## src/rtl/pcie_phy_pkg.sv

```systemverilog
// Shared PHY definitions: comma symbol, default lock threshold and the
// byte-alignment state encoding used by the serial receive path.
package pcie_phy_pkg;

    // Comma / idle symbol emitted by the ptos serializer when it has no data.
    localparam logic [7:0] COM_SYM = 8'hBC;

    // Consecutive byte-aligned commas needed before the receiver trusts its phase.
    localparam int LOCK_BC_DEFAULT = 4;

    // Byte-alignment state machine encoding.
    typedef enum logic [1:0] {
        HUNT   = 2'd0,  // sliding search for a comma at any bit offset
        ALIGN  = 2'd1,  // phase chosen, confirming commas on byte boundaries
        ACTIVE = 2'd2   // locked, emitting one byte every 8 clocks
    } align_state_t;

endpackage

```

## src/rtl/stop_aligner.sv

```systemverilog
// Serial-to-parallel receive stage. Shifts in one bit per clk (MSB first),
// finds comma alignment at any bit offset, confirms it over LOCK_BC
// consecutive aligned commas and then emits one byte per 8 clocks with a
// valid flag that is low for idle commas. Lock is sticky until reset.
module stop_aligner
    import pcie_phy_pkg::*;
#(
    parameter logic [7:0] COM     = COM_SYM,
    parameter int         LOCK_BC = LOCK_BC_DEFAULT   // legal range 2..15
) (
    input  logic       clk,
    input  logic       reset,      // asynchronous, active-low
    input  logic       in,
    output logic [7:0] out,
    output logic       out_valid,
    output logic       byte_strb,
    output logic       active
);

    localparam logic [3:0] LOCK_CNT = 4'(LOCK_BC);

    logic [7:0]   shreg;
    logic [2:0]   bit_cnt;
    logic [3:0]   bc_cnt;
    logic [3:0]   bc_next;
    logic         shreg_is_com;
    logic         at_boundary;
    align_state_t state;

    assign shreg_is_com = (shreg == COM);
    assign at_boundary  = (bit_cnt == 3'd7);
    assign bc_next      = bc_cnt + 4'd1;

    // Serial shift register, newest bit enters at the LSB.
    always_ff @(posedge clk or negedge reset) begin
        if (!reset) begin
            shreg <= 8'h00;
        end else begin
            // NOTE: registers are written with <= so every block samples the
            // pre-edge value of shreg; blocking here would race the FSM below.
            shreg <= {shreg[6:0], in};
        end
    end

    // Alignment FSM, bit/comma counters and registered byte outputs.
    always_ff @(posedge clk or negedge reset) begin
        if (!reset) begin
            state     <= HUNT;
            bit_cnt   <= 3'd0;
            bc_cnt    <= 4'd0;
            out       <= 8'h00;
            out_valid <= 1'b0;
            byte_strb <= 1'b0;
            active    <= 1'b0;
        end else begin
            // Free-running phase counter; only meaningful outside HUNT.
            bit_cnt   <= bit_cnt + 3'd1;
            byte_strb <= 1'b0;

            case (state)
                HUNT: begin
                    // Sliding compare: a comma at any offset fixes the phase so
                    // that bit_cnt reaches 7 exactly when the next byte is complete.
                    if (shreg_is_com) begin
                        bit_cnt <= 3'd0;
                        bc_cnt  <= 4'd1;
                        state   <= ALIGN;
                    end
                end

                ALIGN: begin
                    // Off-boundary commas are ignored; only boundary bytes count.
                    if (at_boundary) begin
                        if (shreg_is_com) begin
                            bc_cnt <= bc_next;
                            if (bc_next == LOCK_CNT) begin
                                state  <= ACTIVE;
                                active <= 1'b1;
                            end
                        end else begin
                            bc_cnt <= 4'd0;
                            state  <= HUNT;
                        end
                    end
                end

                ACTIVE: begin
                    // Publish each completed byte; commas go out flagged invalid.
                    if (at_boundary) begin
                        out       <= shreg;
                        out_valid <= !shreg_is_com;
                        byte_strb <= 1'b1;
                    end
                end

                default: begin
                    state <= HUNT;
                end
            endcase
        end
    end

endmodule

```

## config.mk

```make
export PLATFORM = sky130hd
export DESIGN_NAME = stop_aligner
export DESIGN_NICKNAME = d
export VERILOG_FILES = /design/src/rtl/pcie_phy_pkg.sv /design/src/rtl/stop_aligner.sv
export SDC_FILE = /design/constraint.sdc
export NUM_CORES = 1
export LEC_CHECK = 0
export ABC_AREA = 1
export BUFFER_PORTS_ARGS = -buffer_cell sky130_fd_sc_hd__buf_2
export CAP_MARGIN = 20
export CORE_ASPECT_RATIO = 1.5
export CORE_MARGIN = 2
export CORE_UTILIZATION = 30
export CTS_CLUSTER_DIAMETER = 40
export CTS_CLUSTER_SIZE = 30
export DETAILED_ROUTE_END_ITERATION = 10
export PLACE_DENSITY_LB_ADDON = 0.3
export SYNTH_ARGS = -nofsm -noshare
export SYNTH_HDL_FRONTEND = slang
export SYNTH_SLANG_ARGS = --single-unit
```

## constraint.sdc

```tcl
create_clock -name clk -period 2.48 [get_ports clk]
set_input_delay 0.248 -clock clk [delete_from_list [all_inputs] [get_ports clk]]
set_output_delay 0.248 -clock clk [all_outputs]
set_load 0.01 [all_outputs]
```

---- Word level (Yosys, flattened, before mapping) ----
Index checks and enable logic that the tools add are counted.
cells by class
  add/subtract/negate cells ............... 2
  multiply operators ...................... 0
  divide/modulo/power cells ............... 0
  $lt $le $gt $ge ......................... 0
  equal/unequal tests ..................... 8
  shifts and indexed selects .............. 0
  multiplexer cells ....................... 13
  bitwise operators ....................... 1
  reduce and logical (&&, ||, !) cells .... 7
operator list
  kind                                                 number
  two-way mux 4 bit                                    3
  equality test 8 bit, second input constant           1
  two-way mux 2 bit                                    4
  case mux 4 bit (2 select lines)                      1
  AND reduction 4 bit                                  2
  two-way mux 3 bit                                    2
  case mux 2 bit (3 select lines)                      1
  adder 4 x 1 -> 4 bit, second input constant          1
  equality test 4 x 3 -> 1 bit, second input constant  1
  inequality test 2 bit, second input constant         2
  adder 3 x 1 -> 3 bit, second input constant          1
  equality test 3 bit, second input constant           1
  inequality test 3 bit, second input constant         1
  AND reduction 3 bit                                  1
  equality test 2 x 1 -> 1 bit, second input constant  1
  equality test 2 bit, second input constant           1
  zero test 2 bit                                      1
  two-way mux 1 bit                                    2
  AND reduction 2 bit                                  1
  nonzero test 2 bit                                   1
  zero test 1 bit                                      1
  NOT 1 bit                                            1
word-level totals
  flip-flop bits (word level) ............. 28
  bits in latches ......................... 0
  memory bits (writable) .................. 0
  bits in read-only memories .............. 0
  bits of input ports ..................... 3
  logic and storage cells ................. 39
  memories kept ........................... 0

---- Longest topological paths before layout ----
Gate-level depths: netlist of the first run.
  word-level depth ........................ 6
  mapped depth ............................ 10

---- Least setup slack after synthesis of the first run ----
No wires, ideal clock.
  kind .................................... reg2reg
  start point ............................. register bit_cnt[0]
  end point ............................... register out[6]
  library setup time ...................... 117 ps
  arrival time ............................ 1160 ps
  data required time ...................... 2363 ps
  setup slack ............................. 1203 ps
  stages on the path, launching flop included .. 9
  period minus slack after synthesis ...... 1277 ps
  cell sequence ........................... dfrtp_1 -> ha_1 -> ha_1 -> inv_1 -> nor2_4 -> inv_2 -> buf_6 -> nand2_2 -> o21ai_2
on the way
  word-level cells in the longest chain between the ends .. 2
RTL lines
  item                                  line                source
  start, declared                       stop_aligner.sv:23  logic [2:0] bit_cnt;
  start signal, assigned                stop_aligner.sv:57  bit_cnt <= bit_cnt + 3'd1;
  equality test 3 bit                   stop_aligner.sv:31  assign at_boundary = (bit_cnt == 3'd7);
  AND reduction 2 bit (no source line)  -
  end signal, assigned                  stop_aligner.sv:90  out <= shreg;
  end, declared                         stop_aligner.sv:14  output logic [7:0] out,
No other way between the ends.
A chain may end at the register's enable or synchronous reset.

---- Final worst setup path of the first run ----
  start point ............................. register bit_cnt[0]
  end point ............................... register out[1]
Same word-level chain as after synthesis.

==> impl_metrics.yaml, run 1 <==
run_status:
  status: "finished clean"
critical_path:
  cpMaxStageDelayCell: "dfrtp_1"
  r2r_start: "bit_cnt[0]"
  worstSetupStartpointType: "flop"
  critPathMaxStageDelay_ps: 360
  r2r_end: "out[1]"
  rrSetupSlack_ps: 1090
  cp_common_cell: "ha_1"
  critical_path_class: "reg2reg"
  cp_max_fo: 12
  worst_setup_path_end_kind: "flop"
  cp_num_buf_inv: 2
  required_ps: 2650
  crit_chain: "ha_1 > ha_1 > inv_1 > nor2_4 > inv_2 > nand2_1 > o21ai_2"
  critPathArrivalTime_ps: 1560
  path_delay_family: "flip-flops"
  reg2regPathDepth: 7
sta:
  max_slew.worst_pin.slew_ps: 605
  setup_viol: 0
  fmax_mhz: 718
  slew_headroom_pct: 59.6
  min_period_ps: 1390
  finalClockSkew_ps: 1.74
  finalCritPeriodShare_pct: 56.2
  tns_ps: 0
  rsz0062_at_grt: "no"
  hold_viol: 0
  final-max-slew-violation-count: 0
floorplanning:
  die_h_um: 82.0
  num_rows: 28
  dieArea_um2: 4590
  design.core.area_um2: 3920
  floorplan.initialDensity_pct: 31.0
  ios: 14
  die_w_um: 56.0
global_routing:
  grtUsageTotal_pct: 10.1
  grt_pass1_wl_mm: 3.57
  antenna_found_initial: 0
  grt_pass1_vias: 869
  grt_max_degree: 29
  overflow: 0
drt:
  drc: 0
  wire_per_inst_um: 10.8
  top_layer_used: "met4"
  dr.pass1.iters: 4
  drt-initial-drc-count: 11
  routed_wl_mm: 2.00
  met1_length_um: 832
  wl_met2_mm: 1.02
  vias: 807
  dr_wl_met3_um: 68
  vias_per_cell: 4.36
  ant_nets: 0
clocking:
  clkLatencyLatePin_ps: 270
  cts-hold-fix-buffers: 1
  numCtsBuffers: 3
  htree_levels: 1
  path_clk_slew_ps: 90
  cts_buffer_depth: 2
  root_buffer: "clkbuf_8"
  cts_tree: "yes"
  cts.sinks: 28
  post_cts_resized: 0
  post_cts_buffers: 0
yosys:
  yosys_warnings: 0
  ys_seq_elements: 28
  syn-instance-count: 123
  syn_area_um2: 1220
  syn_nets: 130
  ys_seq_area_share_pct: 57.6
  syn_area_per_cell_um2: 9.90
  synth_cell_type_count: 21
cells_and_area:
  final_nets: 148
  drive_gt1_share_pct: 28.6
  final_common_cell: "nand2_1"
  antenna_cells: 0
  fill_cells: 424
  syn_to_final_growth_pct: 14.4
  layout_common_cells: "nand2_1, dfrtp_1, buf_2"
pwr:
  finalPower_uw: 917
  cellLeakagePower_uw: 0.000769
  ir_drop_mv: 0.315
  power.density_nw_per_um2: 658
hold_path:
  hold_path_depth: 1
  hold_end: "shreg[0]"
  worst_hold_path_type: "in2reg"
  min_from: "in"
job:
  drv_cap: 0
place:
  dpl.hpwl_mm: 1.53
  port_buffers: 13
  routabilityCongestion: 0.845
-- area by class of cell --
type	count	area, µm²	share of cell area, %
Clock buffer	4	55.1	3.95
Inverter	17	63.8	4.58
Multi-Input combinational cell	77	442	31.7
Sequential cell	28	701	50.3
Tap cell	45	56.3	4.04
Timing Repair Buffer	14	75.1	5.39
-- layer usage --
metal,vias to the layer above,track usage (%)
met5,-,0
met3,7,1.57
met1,373,10.9
met4,0,7.86
met2,16,17.6
li1,411,-
-- where the power goes --
part	internal (µW)	switching, µW
registers	492	26.4
logic	43.0	77.9
clock network	142	135
-- how the worst max path moves through the flow --
stage               startpoint      to  cells after the start
finish              bit_cnt[0]  out[1]                      7
global route        bit_cnt[0]  out[2]                      7
CTS                 bit_cnt[0]  out[1]                      7
detailed placement  bit_cnt[0]  out[1]                      7
global placement    bit_cnt[0]  out[0]                      7
floorplan           bit_cnt[0]  out[6]                      8
-- cells in the mapped netlist --
master	count	area, µm²
nand2_2	4	25.0
nand2_1	43	161
nand3_1	4	20.0
or2_1	1	6.26
o21ai_1	2	10.0
o21ai_2	3	26.3
dfrtp_1	28	701
nand4_1	2	12.5
o21bai_1	1	7.51
nand3_4	1	17.5
nand2_4	2	22.5
nor2_4	3	33.8
buf_6	1	11.3
nor2_2	1	6.26
nor3_1	1	5.00
o21ai_0	2	10.0
inv_1	9	33.8
nor2_1	2	7.51
inv_2	8	30.0
nor2_8	1	20.0
ha_1	4	50.1
-- kinds of logic after synthesis --
kind of cell / synth area share, %
AOI/OAI and AO/OA: 4.42
adders and majority gates: 4.11
buffers and inverters: 6.17
DFF: 57.6
and+or+nand+nor: 27.7
-- through the flow --
stage	hold WS (ps)	instances	area, µm²	utilization (%)	setup WS [ps]
final	80.4	185	1390	35.5	1090
after global routing	67.6	185	1390	35.5	959
after CTS	75.5	185	1390	35.5	1070
after detailed placement	300	180	1330	33.8	1080
after global placement	289	180	1330	33.8	1160
after floorplan	-47.6	123	1220	-	1200
-- registers in the layout, summed over array words and instances, names as in the netlist --
name / cells
shreg: 8
byte_strb: 1
state: 2
active: 1
bc_cnt: 4
bit_cnt: 3
out: 8
out_valid: 1
Power figures use the tool's default switching activity.
==> run 2, diff against run 1 <==
- clock period: 2.48 -> 1.4 ns (I/O delays scaled with it)
==> run 2 against run 1 <==
Compared with the run above: power rose by 80%; sequential cell count stayed put; global-route usage fell by 0.27 points; highest routed layer unchanged; non-clock buffer count up 4; first-iteration DRC count grew 36%; die area unchanged; via count rose by 3.6%; hold slack better by 310 ps; sequential share of layout area shrank 1.3 points; maximum frequency up 8.5%; design area is 2.8% higher.
==> impl_metrics.yaml, run 2 (synthesis results as in run 1) <==
cells_and_area:
  final_nets: 152
  fill_cells: 418
  antenna_cells: 0
  top_regs: "out: 8 flops, shreg: 8 flops, bc_cnt: 4 flops"
  post-route-util_pct: 36.5
  drive_gt1_share_pct: 31.3
  final_common_cell: "nand2_1"
  layout_common_cells: "nand2_1, dfrtp_1, buf_2"
  syn_to_final_growth_pct: 17.6
critical_path:
  critical_path_class: "reg2reg"
  critPathArrivalTime_ps: 1450
  required_ps: 1570
  worstSetupStartpointType: "flop"
  reg2regPathDepth: 7
  cp_max_fo: 12
  worst_setup_path_end_kind: "flop"
  r2r_start: "bit_cnt[0]"
  worstSetupStartpoint: "bit_cnt[0]"
  rrSetupSlack_ps: 120
  crit_end: "out[1]"
  r2r_end: "out[1]"
sta:
  slew_headroom_pct: 60.8
  tns_ps: 0
  min_period_ps: 1280
  hold_viol: 0
  max_slew.worst_pin.slew_ps: 588
  setup_slack_ps: 117
  setup_viol: 0
  finalClockSkew_ps: 3.48
  fmax_mhz: 779
  rsz0062_at_grt: "yes"
  final-max-slew-violation-count: 0
  finalCritPeriodShare_pct: 91.6
hold_path:
  worst_hold_path_type: "in2async"
global_routing:
  grtUsageTotal_pct: 9.82
  overflow: 0
  grt_pass1_wl_mm: 3.54
  grt_max_degree: 29
  grt_pass1_vias: 838
  antenna_found_initial: 0
clocking:
  root_buffer: "clkbuf_8"
  cts_tree: "yes"
  cts_buffer_depth: 2
  clkLatencyLatePin_ps: 270
  htree_levels: 1
  cts.sinks: 28
  path_clk_slew_ps: 90
  numCtsBuffers: 3
pwr:
  combPwrFrac_pct: 15.5
  cellLeakagePower_uw: 0.000787
  p_int_uw: 1230
  power.density_nw_per_um2: 1150
  switching_share_pct: 25.6
  clkPwrFrac_pct: 29.2
  switching_power_uw: 421
  ir_drop_mv: 0.707
  pwr-share-seq_pct: 55.3
floorplanning:
  floorplan.initialDensity_pct: 31.0
  die_h_um: 82.0
  design.core.area_um2: 3920
  die_w_um: 56.0
  dieArea_um2: 4590
  num_rows: 28
  ios: 14
place:
  dpl.hpwl_mm: 1.56
  pre_cts_slack_ps: 9.18
  routabilityCongestion: 0.846
  port_buffers: 13
drt:
  vias_per_cell: 4.42
  ant_nets: 0
  wire_per_inst_um: 10.5
  routed_wl_mm: 1.98
  drc: 0
  dr.pass1.iters: 4
  drt-initial-drc-count: 15
  vias: 836
job:
  drv_cap: 0
run_status:
  status: "finished clean"
## run 2: changes by cell type in the layout (fill, tap and decap cells not counted)
cell           change
buf_4              +3
ha_2               +1
o21ai_0            -1
ha_1               -1
dfrtp_2            +1
inv_2              -1
o21ai_1            +1
dfrtp_1            -1
inv_4              +1
dlygate4sd3_1      +1
## run 2: worst max-delay path, cell delays in order (launching register included)
cell and delay (ps):
dfrtp_1 350, ha_1 150, ha_2 200, inv_1 70
nor2_4 170, inv_4 100, nand2_1 80, o21ai_2 50
## run 2: repair_timing
item                                   4_1_cts  5_1_grt
hold buffers                                 2        0
pin swaps                                    1        1
endpoints found under the hold margin       29        0
setup endpoints to repair                    2       11
gates cloned                                 0        0
gates resized for setup                      0        4
setup buffers                                0        3
## run 2: how the worst min path moves through the flow
stage / from / endpoint / slack (ps) / depth (start not counted)
after floorplan: reset / active / -160 / 0
after global placement: reset / bit_cnt[1] / 180 / 1
after detailed placement: reset / bit_cnt[0] / 190 / 1
after CTS: shreg[0] / shreg[1] / 400 / 0
after global routing: shreg[0] / shreg[1] / 410 / 0
final: reset / active / 390 / 2
## run 2: cell type report
class | count | area, µm² | share of cell area, %
timing repair buffer | 18 | 108 | 7.52
clock buffer | 4 | 55.1 | 3.85
multi-input combinational | 77 | 444 | 31.0
inverter | 17 | 66.3 | 4.63
sequential | 28 | 702 | 49.0
tap | 45 | 56.3 | 3.93
## run 2: per-layer routing
metal	share of wire [%]	routed length, µm	GRT usage (%)
met1	41	815	11.3
met4	2.1	42	5.71
met5	0	0	0
met3	3.2	64	1.57
met2	53	1060	17.2
## run 2: power groups by stage
stage / registers, µW / clock network (µW) / logic [µW]
2_1_floorplan: 924 / 0 / 164
5_1_grt: 919 / 532 / 308
3_5_place_dp: 936 / 0 / 221
3_3_place_gp: 932 / 0 / 202
4_1_cts: 921 / 504 / 225
6_report: 911 / 482 / 256
## run 2: per-stage QoR
step                instances  instance area, µm²  hold slack [ps]  power, µW
floorplan                 123                1220             -156       1090
global placement          180                1330              181       1130
detailed placement        180                1330              193       1160
CTS                       186                1400              402       1650
global route              189                1430              407       1760
finish                    189                1430              394       1650
